### config.mk
export PLATFORM = sky130hd
export DESIGN_NAME = alu_exec_stage
export DESIGN_NICKNAME = d
export VERILOG_FILES = /design/src/rtl/alu_exec_stage.sv
export SDC_FILE = /design/constraint.sdc
export NUM_CORES = 1
export LEC_CHECK = 0
export ABC_AREA = 1
export CAP_MARGIN = 30
export CELL_PAD_IN_SITES_DETAIL_PLACEMENT = 2
export CELL_PAD_IN_SITES_GLOBAL_PLACEMENT = 2
export CORE_ASPECT_RATIO = 2
export CORE_MARGIN = 3
export CORE_UTILIZATION = 32
export CTS_CLUSTER_DIAMETER = 100
export DETAILED_ROUTE_END_ITERATION = 7
export PLACE_DENSITY_LB_ADDON = 0.1
export SLEW_MARGIN = 20
export SYNTH_ARGS = -nofsm -noshare
export SYNTH_HDL_FRONTEND = slang
export SYNTH_SLANG_ARGS = --single-unit
### constraint.sdc
create_clock -name clk -period 2.75 [get_ports clk]
set_input_delay 0.4125 -clock clk [delete_from_list [all_inputs] [get_ports clk]]
set_output_delay 0.4125 -clock clk [all_outputs]
set_load 0.01 [all_outputs]
### src/rtl/alu_exec_stage.sv
// rtl/alu_exec_stage.sv - single-issue ALU execute stage with multi-cycle sll and output hold
//
// Purpose:
//    Accepts one ALU operation at a time using a valid/ready handshake. Most codes
//    complete on the accept edge. sll shifts its operand one bit per cycle. The
//    result is then held until the downstream stage takes it.
//
// Ports:
//    clk        in   sole clock, rising edge
//    reset      in   asynchronous, active-high reset
//    InValid    in   upstream operation valid
//    InReady    out  stage can accept an operation (IDLE only)
//    AluCtrl    in   4-bit operation code
//    OperandA   in   first operand (rs or link address)
//    OperandB   in   second operand (rt or sign-extended immediate)
//    Shamt      in   shift amount for sll
//    OutValid   out  Result/flags valid (HOLD only)
//    OutReady   in   downstream accepts result
//    Result     out  registered ALU result
//    Zero       out  registered: Result is all zeros
//    Overflow   out  registered: signed overflow on add/sub codes
//    IllegalOp  out  registered: AluCtrl was not a defined code

module alu_exec_stage #(
   parameter int WIDTH = 32
) (
   input  logic             clk,
   input  logic             reset,
   input  logic             InValid,
   output logic             InReady,
   input  logic [3:0]       AluCtrl,
   input  logic [WIDTH-1:0] OperandA,
   input  logic [WIDTH-1:0] OperandB,
   input  logic [4:0]       Shamt,
   output logic             OutValid,
   input  logic             OutReady,
   output logic [WIDTH-1:0] Result,
   output logic             Zero,
   output logic             Overflow,
   output logic             IllegalOp
);

   typedef enum logic [1:0] {
      IDLE  = 2'd0,
      SHIFT = 2'd1,
      HOLD  = 2'd2
   } state_t;

   state_t           state;
   state_t           state_next;
   logic [4:0]       count;

   logic [WIDTH-1:0] sum;
   logic [WIDTH-1:0] diff;
   logic [WIDTH-1:0] shifted;
   logic             lt;

   logic [WIDTH-1:0] alu_res;
   logic             alu_ovf;
   logic             alu_ill;
   logic             is_shift;

   assign sum     = OperandA + OperandB;
   assign diff    = OperandA - OperandB;
   assign lt      = ($signed(OperandA) < $signed(OperandB));
   assign shifted = {Result[WIDTH-2:0], 1'b0};

   // Single-cycle result for the operation presented on the inputs. For sll
   // this is only the starting value; the shifting happens in SHIFT.
   always_comb begin
      alu_res  = '0;
      alu_ovf  = 1'b0;
      alu_ill  = 1'b0;
      is_shift = 1'b0;
      case (AluCtrl)
         4'b0010, 4'b0011, 4'b1000, 4'b1001: begin
            alu_res = sum;
            // Operands with the same sign give a sum with the other sign.
            alu_ovf = (OperandA[WIDTH-1] == OperandB[WIDTH-1]) &&
                      (sum[WIDTH-1] != OperandA[WIDTH-1]);
         end
         4'b1010: begin
            alu_res = diff;
            // Operands with different signs give a difference whose sign differs from A.
            alu_ovf = (OperandA[WIDTH-1] != OperandB[WIDTH-1]) &&
                      (diff[WIDTH-1] != OperandA[WIDTH-1]);
         end
         4'b0000, 4'b0001: alu_res = OperandA & OperandB;
         4'b1100:          alu_res = ~(OperandA | OperandB);
         4'b0111:          alu_res = {{(WIDTH-1){1'b0}}, lt};
         4'b1111, 4'b1011: alu_res = OperandA;
         4'b0100: begin
            is_shift = 1'b1;
            alu_res  = OperandB;
         end
         default:          alu_ill = 1'b1;
      endcase
   end

   always_ff @(posedge clk or posedge reset) begin
      if (reset) begin
         state <= IDLE;
      end else begin
         state <= state_next;
      end
   end

   always_comb begin
      state_next = state;
      InReady    = 1'b0;
      OutValid   = 1'b0;
      case (state)
         IDLE: begin
            InReady = 1'b1;
            if (InValid) begin
               state_next = (is_shift && (Shamt != 5'd0)) ? SHIFT : HOLD;
            end
         end
         SHIFT: begin
            // count == 1 means this edge takes the counter to zero.
            if (count == 5'd1) begin
               state_next = HOLD;
            end
         end
         HOLD: begin
            OutValid = 1'b1;
            if (OutReady) begin
               state_next = IDLE;
            end
         end
         default: state_next = IDLE;
      endcase
   end

   always_ff @(posedge clk or posedge reset) begin
      if (reset) begin
         Result    <= '0;
         count     <= 5'd0;
         Zero      <= 1'b0;
         Overflow  <= 1'b0;
         IllegalOp <= 1'b0;
      end else begin
         case (state)
            IDLE: begin
               if (InValid) begin
                  Result    <= alu_res;
                  Zero      <= (alu_res == '0);
                  Overflow  <= alu_ovf;
                  IllegalOp <= alu_ill;
                  count     <= is_shift ? Shamt : 5'd0;
               end
            end
            SHIFT: begin
               Result <= shifted;
               count  <= count - 5'd1;
               // Zero must describe the final shifted value.
               if (count == 5'd1) begin
                  Zero <= (shifted == '0);
               end
            end
            default: begin
            end
         endcase
      end
   end

endmodule

==> impl_metrics.yaml, run 1 <==
synth:
  netlist_instances: 1583
  synth.avg_cell_area_um2: 5.57
  synth.distinct_cells: 43
  ys_warn_count: 0
  synth_seq_cells: 42
  synth_nets: 1763
  syn-cell-area_um2: 8810
  async_flop_share_pct: 100
  synthFlopType: "dfrtp_1"
  synth_edf_count: 0
  seq_area_frac_synth_pct: 11.9
floorplanning:
  ios: 114
  initial_core_util_pct: 32.6
  die_w_um: 123
  core.rowCount: 85
  dieHeight_um: 241
status:
  status: "did not finish"
  stop_stage: "3_5_place_dp"
  stop_error: "[ERROR DPL-0033] detailed placement checks failed during check placement."
placement:
  post-dp-hpwl_mm: 51.9
  gp_congestion: 0.963
  port_buffers: 113
## cells by family after synthesis
kind of cell | synth area share [%]
and+or+nand+nor | 41.9
buffers and inverters | 15.9
xor gates and xnor gates | 0.597
AOI/OAI and AO/OA | 14.9
adders and majority gates | 14.8
DFF | 11.9
## cells in the mapped netlist, drive strengths merged (4+ instances only)
| cell | number | area, um^2 |
|---|---|---|
| clkbuf | 12 | 46.3 |
| o211ai | 4 | 30.0 |
| buf | 35 | 246 |
| nor3 | 19 | 100 |
| dfrtp | 42 | 1050 |
| o22ai | 18 | 113 |
| a221oi | 18 | 158 |
| ha | 101 | 1260 |
| inv | 294 | 1100 |
| nor4 | 4 | 25.0 |
| nor2 | 179 | 689 |
| xor2 | 4 | 35.0 |
| nand2 | 475 | 1790 |
| o21ai | 43 | 219 |
| a21oi | 70 | 362 |
| a22oi | 19 | 143 |
| o21bai | 6 | 45.0 |
| nand3 | 170 | 861 |
| nand4 | 29 | 181 |
| o221ai | 17 | 149 |
## metrics by stage
step | setup TNS (ns) | instances | setup slack [ns] | hold slack, ns | instance area, um^2
2_1_floorplan | 0 | 1583 | 0.389 | 0.478 | 8810
3_3_place_gp | -9.09 | 2406 | -0.763 | 0.469 | 13300
==> run 2: changes to the inputs <==
CELL_PAD_IN_SITES_DETAIL_PLACEMENT = not set   (was 2)
CELL_PAD_IN_SITES_GLOBAL_PLACEMENT = not set   (was 2)
CORE_ASPECT_RATIO = not set   (was 2)
CORE_UTILIZATION = 35   (was 32)
CTS_CLUSTER_DIAMETER = not set   (was 100)
PLACE_DENSITY_LB_ADDON = 0.15   (was 0.1)
==> run 2 against run 1 <==
The run now ends clean. Synthesized cell count unchanged. Synthesized area unchanged.
==> impl_metrics.yaml, run 2 <==
worst_setup_path:
  critical_path.max_fanout: 3
  worst_setup_path_start_kind: "input pin"
  crit_path_end_kind: "flop"
  worst-endpoint-required_ns: 2.97
  arrival_ns: 2.84
  path_class: "in -> reg"
layout:
  area_growth_pct: 74.7
  top_register: "Result"
  nets: 2263
  final_common_cell: "buf_4"
  n_antenna_cell: 0
  top_regs: "Result: 32 flops, count: 5 flops, state: 2 flops"
  fin_cells: 2408
  largest_reg_flops: 32
  final_cell_mix: "buf_4, nand2_1, inv_1, nand3_1"
  layout-drive-gt1-share_pct: 41.5
synth:
  seq_area_frac_synth_pct: 11.9
  synthTopCellsByCount: "nand2_1, inv_1, nor2_1"
  yosysTopAreaCell: "nand2_1"
  synth_edf_count: 0
  async_flop_share_pct: 100
  synth.avg_cell_area_um2: 5.57
  yosysTopAreaCellShare_pct: 20.2
  yosysMostFrequentCell: "nand2_1"
  synth_nets: 1763
  synth.distinct_cells: 43
  synth_seq_cells: 42
  synth_area_leaders: "nand2_1, ha_1, inv_1"
  syn-cell-area_um2: 8810
  ys_warn_count: 0
  synthFlopType: "dfrtp_1"
  netlist_instances: 1583
pwr:
  ir_drop_uv: 446
  powerDensity_nw_per_um2: 384
  leakagePower_nw: 8.12
global_route:
  first_global_vias: 11600
  gr-usage-all-layers_pct: 28.4
  antenna_found_initial: 0
  grt_max_degree: 43
  grt_pass1_wl_mm: 60.8
  grt-ovfl-total: 0
floorplanning:
  core_area_um2: 24500
  ios: 114
  die-area_um2: 27100
  dieHeight_um: 165
  initial_core_util_pct: 35.9
  core.rowCount: 57
  die_w_um: 165
timing:
  clock-skew-final_ns: 0.00217
  setup_tns_ns: 0
  finalSetupViolations: 0
  fmax_mhz: 382
  drv_slew: 0
  hold_violations: 0
  tightest_slew_ns: 0.560
  post-route-period-util_pct: 95.3
  period_needed_ns: 2.62
  slew_headroom_pct: 62.6
placement:
  gp_congestion: 0.967
  post-dp-hpwl_mm: 32.7
  port_buffers: 113
  place_inst: 2357
drt:
  drc: 0
  vias_per_cell: 5.09
  first_pass_iters: 5
  wl_per_cell_um: 16.8
  antenna_left: 0
  drtIter0Drc: 909
  drt_wl_total_mm: 40.3
  vias: 12300
clock_network:
  hold_buffers: 0
  clkSinkCount: 42
  path_clk_slew_ns: 0.06
  tritoncts: "built"
  insertion_delay_ns: 0.28
  ctsRootBufferMaster: "clkbuf_16"
  clock_path_buffers: 2
  htreeDepth: 2
  numCtsBuffers: 5
status:
  status: "finished, final reports clean"
worst_hold_path:
  min_path_type: "reg -> reg"
job:
  drv_cap: 0
-- run 2: cell counts after synthesis --
No cell type changed its count.
-- run 2: worst max-delay path, cell delays in order --
cell and delay (ns):
clkbuf_2 0.12, inv_2 0.06, ha_2 0.16, inv_2 0.05, fa_2 0.41, buf_4 0.15
xnor2_1 0.12, nand2_1 0.07, nand2_1 0.06, nor2_2 0.16, nand3_1 0.11, nor2_2 0.13
nand2_1 0.07, nor2_2 0.15, nand3_2 0.09, nor2_2 0.13, nand4_1 0.09, nor2_1 0.12
nor2_1 0.05, nor2_1 0.11
-- run 2: kinds of logic after synthesis --
group | Yosys count | share of synthesized area [%]
buffers and inverters | 342 | 15.9
AO/OA/AOI/OAI | 207 | 14.9
XOR/XNOR | 6 | 0.597
flip-flops | 42 | 11.9
AND/OR/NAND/NOR | 883 | 41.9
adder cells (fa/ha/maj) | 103 | 14.8
-- run 2: layer usage --
metal	GRT usage, %	part of all wire, %
met5	0	0
met4	7.55	3.2
met3	1.73	5.2
met2	49.6	48
met1	37.9	44
-- run 2: power breakdown --
| group | total (mW) | switching (mW) | internal, mW | leakage (nW) |
|---|---|---|---|---|
| Sequential | 1.20 | 0.294 | 0.903 | 0.543 |
| Clock | 0.595 | 0.235 | 0.360 | 0.0739 |
| Combinational | 4.12 | 2.15 | 1.97 | 7.50 |
| Total | 5.91 | 2.68 | 3.23 | 8.12 |
-- run 2: cell type report --
type	count	area (um^2)
Timing Repair Buffer	540	4540
Clock inverter	1	5.00
Tap cell	324	405
Fill cell	2361	9140
Multi-Input combinational cell	1199	8140
Clock buffer	7	143
Sequential cell	42	1050
Inverter	295	1110
-- run 2: final timing paths --
path / slack (ns) / from / cells past startpoint / to
setup reg to reg: 0.78 / state[1]$_DFFE_PP0P_ / 9 / Result[6]$_DFFE_PP0P_
min in group asynchronous: 0.58 / reset / 3 / count[2]$_DFFE_PP0P_
setup / recovery: 0.13 / OperandA[0] / 20 / Zero$_DFFE_PP0P_
max in group asynchronous: 1.81 / reset / 3 / Result[13]$_DFFE_PP0P_
hold reg to reg: 0.49 / IllegalOp$_DFFE_PP0P_ / 2 / IllegalOp$_DFFE_PP0P_
hold / removal: 0.49 / IllegalOp$_DFFE_PP0P_ / 2 / IllegalOp$_DFFE_PP0P_
-- run 2: what timing repair did --
action / 4_1_cts / 5_1_grt
cloned: 0 / 1
buffers inserted: 20 / 22
gates resized for setup: 310 / 288
endpoints found under the setup margin: 17 / 11
pin swaps: 76 / 120
-- run 2: through the flow --
step / worst slack (ns) / hold slack, ns / utilization, % / power (mW) / cell area (um^2)
floorplan: 0.389 / 0.478 / - / 2.81 / 8810
detailed placement: -0.742 / 0.476 / 53.1 / 4.72 / 13000
finish: 0.129 / 0.494 / 62.7 / 5.91 / 15400
global route: -0.0297 / 0.496 / 62.7 / 6.34 / 15400
CTS: 0.000408 / 0.491 / 58.5 / 5.61 / 14300
global placement: -0.779 / 0.470 / 53.1 / 4.69 / 13000
(Power assumes the default switching activity.)
==> run 3: changes to the inputs <==
ABC_CLOCK_PERIOD_IN_PS = 2750   (was not set)
CORE_UTILIZATION = 30   (was 35)
==> run 3 against run 2 <==
Clock power rose by 29%. Critical path type unchanged. Cell count rose by 1.4%. Utilization fell by 9.9 points. Power rose by 2.5%. First-iteration DRC count fell by 29%. Combinational power barely moved. Non-clock buffer count fell by 27. Fmax fell by 0.51%.
==> impl_metrics.yaml, run 3 (synthesized netlist as in run 2, its figures left out) <==
worst_setup_path:
  critPathLaunch: "OperandA[30]"
  worst_setup_path_start_kind: "input pin"
  r2r_cells: 14
  path_class: "in -> reg"
  crit_path_end: "Zero$_DFFE_PP0P_"
  crit_top_cell: "nor2_1"
  crit_family: "simple AND/OR/NAND/NOR gates"
  slowest_delay_ns: 0.47
  cp_num_cells: 16
  worst-endpoint-required_ns: 2.97
  worstPathCellList: "clkdlybuf4s50_1 -> inv_1 -> ha_1 -> nand2_2 -> inv_1 -> a21boi_1 -> nand2_1 -> a21oi_4 -> nand3_1 -> nand3_1 -> nand3_1 -> nor2_1 -> nand4_1 -> nor2_1 -> nor2_1 -> nor2_1"
  r2r-start: "state[0]$_DFFE_PP0P_"
  crit_buf_inv: 3
  rrSetupSlack_ns: 0.85
  r2r_end: "Zero$_DFFE_PP0P_"
  crit_path_end_kind: "flop"
  crit_slowest_cell: "clkdlybuf4s50_1"
  arrival_ns: 2.86
  critical_path.max_fanout: 6
timing:
  slew_headroom_pct: 44.8
  hold_violations: 0
  drv_slew: 0
  period_needed_ns: 2.63
  clock-skew-final_ns: 0.00574
  tightest_slew_ns: 0.826
  post-route-period-util_pct: 95.8
  fmax_mhz: 380
  finalSetupViolations: 0
  whs_ns: 0.482
drt:
  dr_wl_met2_mm: 19.0
  drc: 0
  wl_met1_mm: 17.8
  drtIter0Drc: 643
  antenna_left: 0
  vias_per_cell: 4.90
  routed.top_layer: "met4"
  route.met3.wl_mm: 2.09
  first_pass_iters: 5
  wl_per_cell_um: 16.6
  vias: 12000
  drt_wl_total_mm: 40.5
pwr:
  leakagePower_nw: 8.11
  ir_drop_uv: 346
  powerDensity_nw_per_um2: 397
  p_total_mw: 6.06
placement:
  gp_congestion: 0.969
  place_area_um2: 12900
  port_buffers: 113
  post-dp-hpwl_mm: 33.8
floorplanning:
  initial_core_util_pct: 30.5
  die-area_um2: 31500
  core.rowCount: 62
  ios: 114
  core_area_um2: 28900
  dieHeight_um: 177
  die_w_um: 177
layout:
  final_cell_mix: "nand2_1, buf_4, inv_1, nand3_1, nor2_1"
  n_antenna_cell: 0
  nets: 2236
  layout-drive-gt1-share_pct: 39.2
  design_area_um2: 15300
  area_growth_pct: 73.2
  top_regs: "Result: 32 flops, count: 5 flops, state: 2 flops"
  largest_reg_flops: 32
  top_register: "Result"
global_route:
  first_global_vias: 11700
  grt_max_degree: 43
  grt_pass1_wl_mm: 61.6
  gr-usage-all-layers_pct: 24.8
  grt-ovfl-total: 0
  antenna_found_initial: 0
clock_network:
  clkSinkCount: 42
  numCtsBuffers: 5
  ctsRootBufferMaster: "clkbuf_16"
  clock_path_buffers: 2
  insertion_delay_ns: 0.29
  htreeDepth: 2
  path_clk_slew_ns: 0.06
  tritoncts: "built"
  hold_buffers: 0
worst_hold_path:
  min_path_type: "reg -> reg"
job:
  drv_cap: 0
status:
  status: "finished, final reports clean"
## run 3: worst min path at each step
| stage | start | endpoint | cells after the start | slack (ns) |
|---|---|---|---|---|
| after floorplan | state[0]$_DFFE_PP0P_ | Result[1]$_DFFE_PP0P_ | 1 | 0.48 |
| after global placement | IllegalOp$_DFFE_PP0P_ | IllegalOp$_DFFE_PP0P_ | 2 | 0.47 |
| after detailed placement | IllegalOp$_DFFE_PP0P_ | IllegalOp$_DFFE_PP0P_ | 2 | 0.47 |
| after CTS | IllegalOp$_DFFE_PP0P_ | IllegalOp$_DFFE_PP0P_ | 2 | 0.49 |
| after global routing | IllegalOp$_DFFE_PP0P_ | IllegalOp$_DFFE_PP0P_ | 2 | 0.51 |
| final | IllegalOp$_DFFE_PP0P_ | IllegalOp$_DFFE_PP0P_ | 2 | 0.48 |
## run 3: worst register-to-register path: cells and delay by family, from the launching register on
kind	cells	cell delay [ns]
and+or+nand+nor	11	1.11
buffers and inverters	3	0.32
DFF	1	0.41
## run 3: metal layers
metal	global-route usage, %	vias to the layer above
met5	0	-
met4	8.38	0
met3	2.87	80
met2	43.1	314
met1	31.9	5546
li1	-	6018
## run 3: layout make-up
| class | count | area [um^2] |
|---|---|---|
| timing repair buffer | 513 | 4440 |
| fill | 2936 | 13600 |
| tap | 384 | 480 |
| sequential | 42 | 1050 |
| multi-input combinational | 1199 | 7980 |
| inverter | 295 | 1110 |
| clock inverter | 3 | 68.8 |
| clock buffer | 5 | 125 |
## run 3: per-stage QoR
step           setup WS (ns)  util, %  instances  setup TNS [ns]
2_1_floorplan          0.389        -       1583               0
3_3_place_gp          -0.721     44.8       2387           -8.31
3_5_place_dp          -0.764     44.8       2387           -8.66
4_1_cts             0.000260     49.2       2415               0
5_1_grt              -0.0554     52.9       2441         -0.0554
6_report               0.116     52.9       2441               0
## run 3: power by group
group | total [mW] | switching (mW) | internal [mW]
registers | 1.19 | 0.283 | 0.903
logic | 4.10 | 2.14 | 1.97
clock network | 0.770 | 0.248 | 0.522
## run 3: timing repair
item / in CTS / in global routing
buffers inserted: 20 / 26
endpoints found under the setup margin: 13 / 15
gates resized for setup: 252 / 305
pin swaps: 61 / 123
==> run 4: changes to the inputs <==
CORE_ASPECT_RATIO = 0.75   (was not set)
==> run 4 against run 3 <==
Utilization grew 2.9 points. Setup slack gained 0.015 ns. Via count grew 3.7%. Clock-buffer cell count grew 2. Combinational power grew 5.9%. Register-to-register slack gained 0.09 ns. Final area grew 3.9%. Non-clock buffer count grew 60. Die area is essentially flat. Sequential cell count is the same.
==> impl_metrics.yaml, run 4 (synthesized netlist as in run 2, its figures left out) <==
layout:
  top_register: "Result"
  n_antenna_cell: 0
  layout-drive-gt1-share_pct: 43.8
  final_cell_mix: "buf_4, nand2_1, inv_1, nand3_1, nand2_2"
  design_area_um2: 15900
  nets: 2296
  area_growth_pct: 80.0
  largest_reg_flops: 32
  top_regs: "Result: 32 flops, count: 5 flops, state: 2 flops"
  final_common_cell: "buf_4"
global_route:
  grt-ovfl-total: 0
  first_global_vias: 11700
  gr-usage-all-layers_pct: 27.4
  grt_pass1_wl_mm: 67.2
  antenna_found_initial: 1
  grt_max_degree: 26
timing:
  period_needed_ns: 2.62
  post-route-period-util_pct: 95.2
  setup_tns_ns: 0
  slew_headroom_pct: 66.1
  hold_violations: 0
  clock-skew-final_ns: 0.00438
  fmax_mhz: 382
  finalSetupViolations: 0
  tightest_slew_ns: 0.509
  grt_setup_unrepaired: "true"
  drv_slew: 0
drt:
  first_pass_iters: 5
  drtIter0Drc: 872
  vias_per_cell: 4.96
  drc: 0
  vias: 12400
  antenna_left: 0
  wl_per_cell_um: 18.1
  drt_wl_total_mm: 45.2
clock_network:
  numCtsBuffers: 5
  clkSinkCount: 42
  clock_path_buffers: 2
  tritoncts: "built"
  htreeDepth: 2
  ctsRootBufferMaster: "clkbuf_16"
  path_clk_slew_ns: 0.06
  insertion_delay_ns: 0.28
  hold_buffers: 0
worst_setup_path:
  r2r_cells: 10
  critPathLaunch: "OperandA[1]"
  path_class: "in -> reg"
  rrSetupSlack_ns: 0.94
  r2r-start: "state[0]$_DFFE_PP0P_"
  worst-endpoint-required_ns: 2.97
  worst_setup_path_start_kind: "input pin"
  r2r_end: "Zero$_DFFE_PP0P_"
  crit_path_end_kind: "flop"
  critical_path.max_fanout: 3
  arrival_ns: 2.84
pwr:
  p_int_mw: 3.40
  ir_drop_uv: 331
  p_clk_share_pct: 10.8
  power_frac_comb_pct: 70.1
  share_seq_of_total_power_pct: 19.1
  leakagePower_nw: 8.28
  powerDensity_nw_per_um2: 391
  power.switching_mw: 2.80
  swShare_pct: 45.2
placement:
  post-dp-hpwl_mm: 37.7
  place_area_um2: 13300
  port_buffers: 113
  gp_congestion: 0.978
floorplanning:
  dieHeight_um: 154
  initial_core_util_pct: 31.0
  ios: 114
  core_area_um2: 28400
  die_w_um: 204
  die-area_um2: 31500
  core.rowCount: 53
worst_hold_path:
  min_path_type: "in -> async"
status:
  status: "finished, final reports clean"
job:
  drv_cap: 0
run 4: cell count changes in the layout (fill, tap and decap cells not counted), sizes merged:
| cell | before | now |
|---|---|---|
| buf | 400 | 460 |
| inv | 293 | 292 |
| dlymetal6s2s | 43 | 26 |
| clkbuf | 7 | 11 |
| clkdlybuf4s15 | 3 | 7 |
| clkdlybuf4s50 | 57 | 49 |
| dlygate4sd2 | 8 | 27 |
| bufinv | 2 | 1 |
run 4: repair_timing:
| action | in CTS | in global routing |
|---|---|---|
| setup buffers | 32 | 23 |
| pin swaps | 88 | 105 |
| setup endpoints to repair | 23 | 12 |
| gates resized for setup | 371 | 284 |
run 4: metal layers:
metal  wire length [um]  part of all wire (%)  up-vias  GRT usage [%]
li1                   -                     -     6156              -
met1              22200                    49     5804           41.9
met2              19200                    42      394           41.8
met3               3250                   7.2       49           3.24
met4                665                   1.5        2           4.06
met5                  9                 0.020        -              0
run 4: worst max path at each step:
| stage | end | slack (ns) | depth (start not counted) |
|---|---|---|---|
| after floorplan | Zero$_DFFE_PP0P_ | 0.39 | 18 |
| after global routing | Zero$_DFFE_PP0P_ | -0.04 | 21 |
| after CTS | Zero$_DFFE_PP0P_ | -0.006 | 23 |
| final | Zero$_DFFE_PP0P_ | 0.13 | 19 |
| after detailed placement | Zero$_DFFE_PP0P_ | -0.88 | 18 |
| after global placement | Zero$_DFFE_PP0P_ | -0.95 | 18 |
run 4: worst max-delay path, cell delays in order:
cell and delay [ns]:
dlygate4sd2_1 0.26, buf_4 0.15, fa_2 0.43, nand3_2 0.10
nand2_2 0.06, buf_4 0.14, nand2_2 0.12, nand3_4 0.14
nand2_1 0.12, nand3_1 0.09, nand3_2 0.12, nand3_2 0.08
nor2_1 0.10, nand2_1 0.06, nor2_1 0.08, nand3_1 0.07
nor2_1 0.14, nor2_1 0.05, nor2_1 0.11
run 4: layout make-up:
class                   instances  area, um^2
clock buffers                   7         133
repair buffers                573        4790
well taps                     385         482
flip-flops and latches         42        1050
fillers                      2894       12600
inverters                     295        1120
clock inverters                 1        30.0
multi-input cells            1199        8250
run 4: through the flow:
stage	util, %	hold slack, ns	cells	power, mW	worst slack [ns]
3_5_place_dp	46.6	0.473	2439	4.85	-0.876
5_1_grt	55.7	0.428	2502	6.60	-0.0437
6_report	55.7	0.397	2502	6.19	0.131
2_1_floorplan	-	0.478	1583	2.81	0.389
3_3_place_gp	46.6	0.473	2439	4.84	-0.949
4_1_cts	52.2	0.409	2479	5.89	-0.00571
run 4: power groups by stage:
| stage | logic [mW] | registers, mW | clock network [mW] |
|---|---|---|---|
| floorplan | 1.58 | 1.23 | 0 |
| global placement | 3.65 | 1.19 | 0 |
| detailed placement | 3.66 | 1.19 | 0 |
| CTS | 4.04 | 1.18 | 0.675 |
| global route | 4.68 | 1.23 | 0.695 |
| finish | 4.34 | 1.18 | 0.669 |
